$ cat config.mk
export PLATFORM = sky130hd
export DESIGN_NAME = uart_tx_fifo_flat
export DESIGN_NICKNAME = d
export VERILOG_FILES = /design/src/rtl/uart_tx_fifo_if.sv /design/src/rtl/uart_tx_fifo.sv /design/src/flat_wrapper.sv
export SDC_FILE = /design/constraint.sdc
export NUM_CORES = 1
export LEC_CHECK = 0
export ABC_CLOCK_PERIOD_IN_PS = 4350
export BUFFER_PORTS_ARGS = -buffer_cell sky130_fd_sc_hd__buf_2
export CAP_MARGIN = 20
export CORE_MARGIN = 4
export CORE_UTILIZATION = 40
export DETAILED_ROUTE_END_ITERATION = 8
export PLACE_DENSITY = 0.64
export SETUP_SLACK_MARGIN = 0.05
export SYNTH_ARGS = -nofsm -noshare
export SYNTH_HDL_FRONTEND = slang
export SYNTH_SLANG_ARGS = --single-unit
export TNS_END_PERCENT = 30
$ cat constraint.sdc
create_clock -name clk -period 4.35 [get_ports clk]
set_clock_uncertainty 0.15 [all_clocks]
set_input_delay 0.435 -clock clk [delete_from_list [all_inputs] [get_ports clk]]
set_output_delay 0.435 -clock clk [all_outputs]
set_load 0.005 [all_outputs]
$ cat src/rtl/uart_tx_fifo_if.sv
// Host-to-transmitter byte handshake.
// Byte moves on the edge where tdata_valid && tdata_ready.
interface uart_tx_fifo_if;
  logic [7:0] tdata;
  logic       tdata_valid;
  logic       tdata_ready;

  modport master (
    output tdata,
    output tdata_valid,
    input  tdata_ready
  );

  modport slave (
    input  tdata,
    input  tdata_valid,
    output tdata_ready
  );
endinterface

$ cat src/rtl/uart_tx_fifo.sv
// Buffered UART transmitter: byte FIFO feeding an 8N1 serializer.
// Define UART_TX_PARITY_EN for 8E1 frames with an even parity bit.
module uart_tx_fifo #(
  parameter int CLKS_PER_BIT    = 108,
  parameter int FIFO_DEPTH_LOG2 = 4
) (
  input  logic                     clk,
  input  logic                     rstn,
  uart_tx_fifo_if.slave            s,
  output logic                     uart_tx,
  output logic                     tx_busy,
  output logic [FIFO_DEPTH_LOG2:0] fifo_count
);

  localparam int AW    = FIFO_DEPTH_LOG2;
  localparam int DEPTH = 1 << AW;
  localparam logic [AW:0] FULL = (AW+1)'(DEPTH);
  localparam logic [7:0] BAUD_LAST = 8'(CLKS_PER_BIT - 1);

`ifdef UART_TX_PARITY_EN
  typedef enum logic [2:0] {
    IDLE, START, DATA, PARITY, STOP
  } state_t;
`else
  typedef enum logic [2:0] {
    IDLE, START, DATA, STOP
  } state_t;
`endif

  state_t        state_q, state_d;
  logic [7:0]    baud_q, baud_d;
  logic [2:0]    bit_q, bit_d;
  logic [7:0]    sh_q, sh_d;
  logic          tx_q, tx_d;
  logic [AW-1:0] wr_q, wr_d;
  logic [AW-1:0] rd_q, rd_d;
  logic [AW:0]   cnt_q, cnt_d;
  logic [7:0]    mem_q [DEPTH];
  logic [7:0]    mem_d [DEPTH];
`ifdef UART_TX_PARITY_EN
  logic          par_q, par_d;
`endif

  logic full;
  logic push;
  logic pop;
  logic wrap;

  assign full          = (cnt_q == FULL);
  assign s.tdata_ready = !full;
  assign uart_tx       = tx_q;
  assign fifo_count    = cnt_q;
  assign tx_busy       = (state_q != IDLE)
                      || (cnt_q != '0);

  always_comb begin
    state_d = state_q;
    baud_d  = baud_q;
    bit_d   = bit_q;
    sh_d    = sh_q;
    tx_d    = tx_q;
    wr_d    = wr_q;
    rd_d    = rd_q;
    cnt_d   = cnt_q;
    mem_d   = mem_q;
`ifdef UART_TX_PARITY_EN
    par_d   = par_q;
`endif
    pop     = 1'b0;
    push    = s.tdata_valid && !full;
    wrap    = (baud_q == BAUD_LAST);

    if (state_q != IDLE) begin
      baud_d = wrap ? 8'd0 : baud_q + 8'd1;
    end

    unique case (state_q)
      IDLE: begin
        tx_d = 1'b1;
        pop  = (cnt_q != '0);
      end
      START: begin
        if (wrap) begin
          state_d = DATA;
          bit_d   = 3'd0;
          tx_d    = sh_q[0];
        end
      end
      DATA: begin
        if (wrap) begin
          if (bit_q == 3'd7) begin
`ifdef UART_TX_PARITY_EN
            state_d = PARITY;
            tx_d    = par_q;
`else
            state_d = STOP;
            tx_d    = 1'b1;
`endif
          end else begin
            sh_d  = sh_q >> 1;
            tx_d  = sh_q[1];
            bit_d = bit_q + 3'd1;
          end
        end
      end
`ifdef UART_TX_PARITY_EN
      PARITY: begin
        if (wrap) begin
          state_d = STOP;
          tx_d    = 1'b1;
        end
      end
`endif
      STOP: begin
        if (wrap) begin
          // Back-to-back: next start bit on the stop-end edge
          if (cnt_q != '0) begin
            pop = 1'b1;
          end else begin
            state_d = IDLE;
            tx_d    = 1'b1;
          end
        end
      end
      default: state_d = IDLE;
    endcase

    if (pop) begin
      state_d = START;
      baud_d  = 8'd0;
      sh_d    = mem_q[rd_q];
      tx_d    = 1'b0;
      rd_d    = rd_q + 1'b1;
`ifdef UART_TX_PARITY_EN
      par_d   = ^mem_q[rd_q];
`endif
    end

    if (push) begin
      mem_d[wr_q] = s.tdata;
      wr_d        = wr_q + 1'b1;
    end

    unique case ({push, pop})
      2'b10:   cnt_d = cnt_q + 1'b1;
      2'b01:   cnt_d = cnt_q - 1'b1;
      default: cnt_d = cnt_q;
    endcase
  end

  always_ff @(posedge clk) begin
    if (!rstn) begin
      state_q <= IDLE;
      baud_q  <= '0;
      bit_q   <= '0;
      sh_q    <= '0;
      tx_q    <= 1'b1;
      wr_q    <= '0;
      rd_q    <= '0;
      cnt_q   <= '0;
`ifdef UART_TX_PARITY_EN
      par_q   <= 1'b0;
`endif
    end else begin
      state_q <= state_d;
      baud_q  <= baud_d;
      bit_q   <= bit_d;
      sh_q    <= sh_d;
      tx_q    <= tx_d;
      wr_q    <= wr_d;
      rd_q    <= rd_d;
      cnt_q   <= cnt_d;
`ifdef UART_TX_PARITY_EN
      par_q   <= par_d;
`endif
    end
  end

  // Storage needs no reset: pointers define what is valid
  always_ff @(posedge clk) begin
    mem_q <= mem_d;
  end

endmodule
$ cat src/flat_wrapper.sv
// flat-port wrapper written by rule: the top's interface ports become plain ports
module uart_tx_fifo_flat 
#(
  parameter int CLKS_PER_BIT    = 108,
  parameter int FIFO_DEPTH_LOG2 = 4
)
  (clk, rstn, uart_tx, tx_busy, fifo_count, s_tdata, s_tdata_valid, s_tdata_ready);
  uart_tx_fifo_if s_i ();
  input  logic clk;
  input  logic rstn;
  output logic uart_tx;
  output logic tx_busy;
  output logic [FIFO_DEPTH_LOG2:0] fifo_count;
  input wire logic [$bits(s_i.tdata)-1:0] s_tdata;
  input wire logic [$bits(s_i.tdata_valid)-1:0] s_tdata_valid;
  output wire logic [$bits(s_i.tdata_ready)-1:0] s_tdata_ready;
  assign s_i.tdata = s_tdata;
  assign s_i.tdata_valid = s_tdata_valid;
  assign s_tdata_ready = s_i.tdata_ready;
  uart_tx_fifo #(.CLKS_PER_BIT(CLKS_PER_BIT), .FIFO_DEPTH_LOG2(FIFO_DEPTH_LOG2)) u_core (.clk(clk), .rstn(rstn), .s(s_i), .uart_tx(uart_tx), .tx_busy(tx_busy), .fifo_count(fifo_count));
endmodule
==> summary.txt <==
Clock tree
  – Worst-Skew Late Latency: 0.43 ns
  – CTS Sinks: 163
  – CTS Buf Count: 17
  – CTS resizes: 0
  – Clock buffer depth: 2
  – Hold Buf Count CTS: 0
  – Post-CTS Setup Bufs: 0
  – TritonCTS clock tree: built
  – Reg clk slew, reported paths: 0.06 ns
  – H-tree Lvls: 4
  – Root Buffer: clkbuf_16

Setup path
  – CP Launch Type: flop
  – Worst reg-to-reg path cell count: 13
  – Most frequent cell on the critical path: ha_1
  – Req. time, crit path: 4.52 ns
  – Flop2flop setup slack: 0.71 ns
  – Critical path's top delay family: simple AND/OR/NAND/NOR gates
  – Critical path fanouts, max: 21
  – CP Buf/Inv Count: 1
  – FF-to-FF Start: u_core.baud_q[0]$_SDFFE_PP0P_
  – CP max-delay cell: or3b_2
  – Worst-path cell chain: ha_1 > and4_1 > a31oi_1 > or2_1 > inv_2 > ha_1 > xor2_1 > ha_1 > or3b_2 > a21oi_1 > o21ai_0 > xnor2_1 > and2_1
  – Crit. End Element: flop
  – CP Data Arrival Time: 3.81 ns
  – Critical path class: flop to flop
  – Slowest stage delay, CP: 0.45 ns
  – Reg-to-Reg End: u_core.fifo_count[4]$_SDFFE_PN0P_

Die
  – Site Rows: 47
  – Die Wd: 138.7 µm
  – Starting Density: 41.06%
  – Core Area: 16640 µm²
  – Die Y: 138.7 µm
  – Area of the die: 19240 µm²
  – Io pins: 19

Synthesis
  – Seq/Total Area, Yosys: 66.50%
  – FFs w/ async S/R, synth: 0%
  – Mapped Area: 6834 µm²
  – Count of cell types in the netlist: 49
  – Post-Syn Instances: 432
  – Mapped Avg Cell Area: 15.82 µm²
  – Yosys warns: 0
  – Post-synth top flop: edfxtp_1
  – FF+latch count, synth: 163
  – Post-synth EDFFs: 128
  – Syn nets: 458

Timing
  – Slew Limit Fails: 0
  – FMAX: 274.6 MHz
  – Slew @ Worst Pin: 0.8672 ns
  – Final worst-path cycle share: 83.71%
  – Final min period: 3.642 ns
  – Slew margin rel.: 41.97%
  – Final TNS setup: 0 ns
  – Fin. Hold Viols: 0
  – Setup Viol. Count Final: 0
  – RSZ-0062 raised after global routing: false

Final layout
  – Fin cells: 684
  – Number of inserted diodes: 0
  – Nets: 477
  – Synth-to-layout area growth: 13.20%
  – Most common cell after layout, fill and taps aside: edfxtp_1
  – Fillers: 1422
  – Layout cell share with drive strength beyond 1: 21.34%
  – Commonest cells after routing, fill and taps aside: edfxtp_1 (128), dfxtp_1 (34), mux4_2 (32)
  – Multi-input gate area: 2143 µm²
  – FF+latch area: 4546 µm²

Global routing
  – Global-route wire length before repair: 20890 µm
  – GRT Total Usage: 14.13%
  – Initial antenna violation count: 0
  – Vias in the first global route: 3728
  – Largest net degree at the start of global routing: 34
  – Gr ovfl total: 0

Power
  – Static Leak: 2.600 nW
  – Max VDD drop: 0.3295 mV
  – Power Density: 575.3 nW/µm²

Place
  – Placed Cells: 652
  – Final HPWL DP: 8331 µm
  – GP Congestion: 0.7486
  – Port Buf Inserts: 18

Detailed routing
  – Routed WL per cell: 18.88 µm
  – Post-route DRC: 0
  – Final WL: 12910 µm
  – DRT Pass-1 Iters: 4
  – Routed via count: 3613
  – Vias per inst: 5.282
  – Final ANT Viol Nets: 0
  – Iter 0 DRT Violations: 277

Worst hold path
  – Hold path endpoint: u_core.mem_q[79]$_DFFE_PP_
  – Hold depth: 1
  – Hold_sp: s_tdata[7]
  – Min-delay worst type: primary input to flop

Status
  – Outcome: complete, no violations

Run
  – Maxcap violations: 0
-- metrics by stage --
stage	util [%]	power, mW	setup slack (ns)	hold WS, ns	cell area [µm²]
floorplan	-	2.736	0.8620	0.2946	6834
global placement	42.84	2.934	0.8629	0.3032	7129
detailed placement	42.84	2.963	0.7612	0.3197	7129
CTS	46.49	4.501	0.7274	0.2387	7736
global route	46.49	4.691	0.4133	0.2452	7736
finish	46.49	4.451	0.7085	0.2504	7736
-- cell type report --
cell class	count	area share, %
repair buffers	25	1.844
clock inverters	13	2.248
inverters	6	0.2911
well taps	220	3.558
flip-flops and latches	163	58.76
clock buffers	19	5.596
multi-input cells	238	27.71
-- routing by layer --
layer | wire, µm | up-vias | track usage (%) | share of wire (%)
li1 | - | 1711 | - | -
met1 | 6001 | 1803 | 19.61 | 46
met2 | 6105 | 81 | 21.61 | 47
met3 | 571 | 18 | 3.862 | 4.4
met4 | 234 | 0 | 4.995 | 1.8
met5 | 0 | - | 0 | 0
-- logic make-up after synthesis --
| group | count (synthesis) | synth area share, % |
|---|---|---|
| AOI/OAI and AO/OA | 59 | 5.785 |
| xor gates and xnor gates | 15 | 1.922 |
| adders and majority gates | 15 | 2.746 |
| buffers and inverters | 31 | 2.142 |
| DFF | 163 | 66.50 |
| muxes | 48 | 13.02 |
| and+or+nand+nor | 101 | 7.891 |
-- synth_stat cells (7+ instances only) --
library cell	count	area (µm²)
a21oi_1	9	45.04
a22oi_1	17	127.6
a31oi_1	10	62.56
and2_1	12	75.07
clkbuf_1	14	52.55
dfxtp_1	35	700.7
edfxtp_1	128	3844
ha_1	15	187.7
mux2_2	7	78.83
mux2i_1	9	90.09
mux4_2	32	720.7
nand2_1	16	60.06
nand3_1	8	40.04
nor2_1	26	97.59
nor2b_1	11	68.82
nor3_1	7	35.03
o21ai_0	12	60.06
xnor2_1	9	78.83
-- flip-flops by register name, summed over array words and instances, names as in the netlist --
register,cells
u_core.mem_q,128
u_core.baud_q,8
u_core.sh_q,8
u_core.fifo_count,5
u_core.rd_q,4
u_core.wr_q,4
u_core.bit_q,3
u_core.state_q,2
u_core.uart_tx,1
-- report_power, final --
group          internal (mW)  switching, mW  leakage, nW
combinational          0.493          0.527        0.872
clock                  0.914          0.619        0.286
sequential              1.78          0.116         1.44
total                   3.19           1.26         2.60
-- worst reg2reg max path, stage by stage (launching register included) --
cell and delay, ns:
dfxtp_1 0.38, ha_1 0.17, and4_1 0.34, a31oi_1 0.18
or2_1 0.33, inv_2 0.26, ha_1 0.40, xor2_1 0.11
ha_1 0.25, or3b_2 0.45, a21oi_1 0.12, o21ai_0 0.10
xnor2_1 0.13, and2_1 0.16
-- worst max path at each step --
stage                                  startpoint                                 to  slack (ns)  cells past startpoint
detailed placement  u_core.baud_q[0]$_SDFFE_PP0P_  u_core.fifo_count[4]$_SDFFE_PN0P_        0.76                     13
finish              u_core.baud_q[0]$_SDFFE_PP0P_  u_core.fifo_count[4]$_SDFFE_PN0P_        0.71                     13
floorplan           u_core.baud_q[0]$_SDFFE_PP0P_  u_core.fifo_count[4]$_SDFFE_PN0P_        0.86                     17
global route        u_core.baud_q[0]$_SDFFE_PP0P_  u_core.fifo_count[4]$_SDFFE_PN0P_        0.41                     13
global placement    u_core.baud_q[0]$_SDFFE_PP0P_  u_core.fifo_count[4]$_SDFFE_PN0P_        0.86                     13
CTS                 u_core.baud_q[0]$_SDFFE_PP0P_  u_core.fifo_count[4]$_SDFFE_PN0P_        0.73                     13
Note: power is estimated with default switching activity, not from simulation.
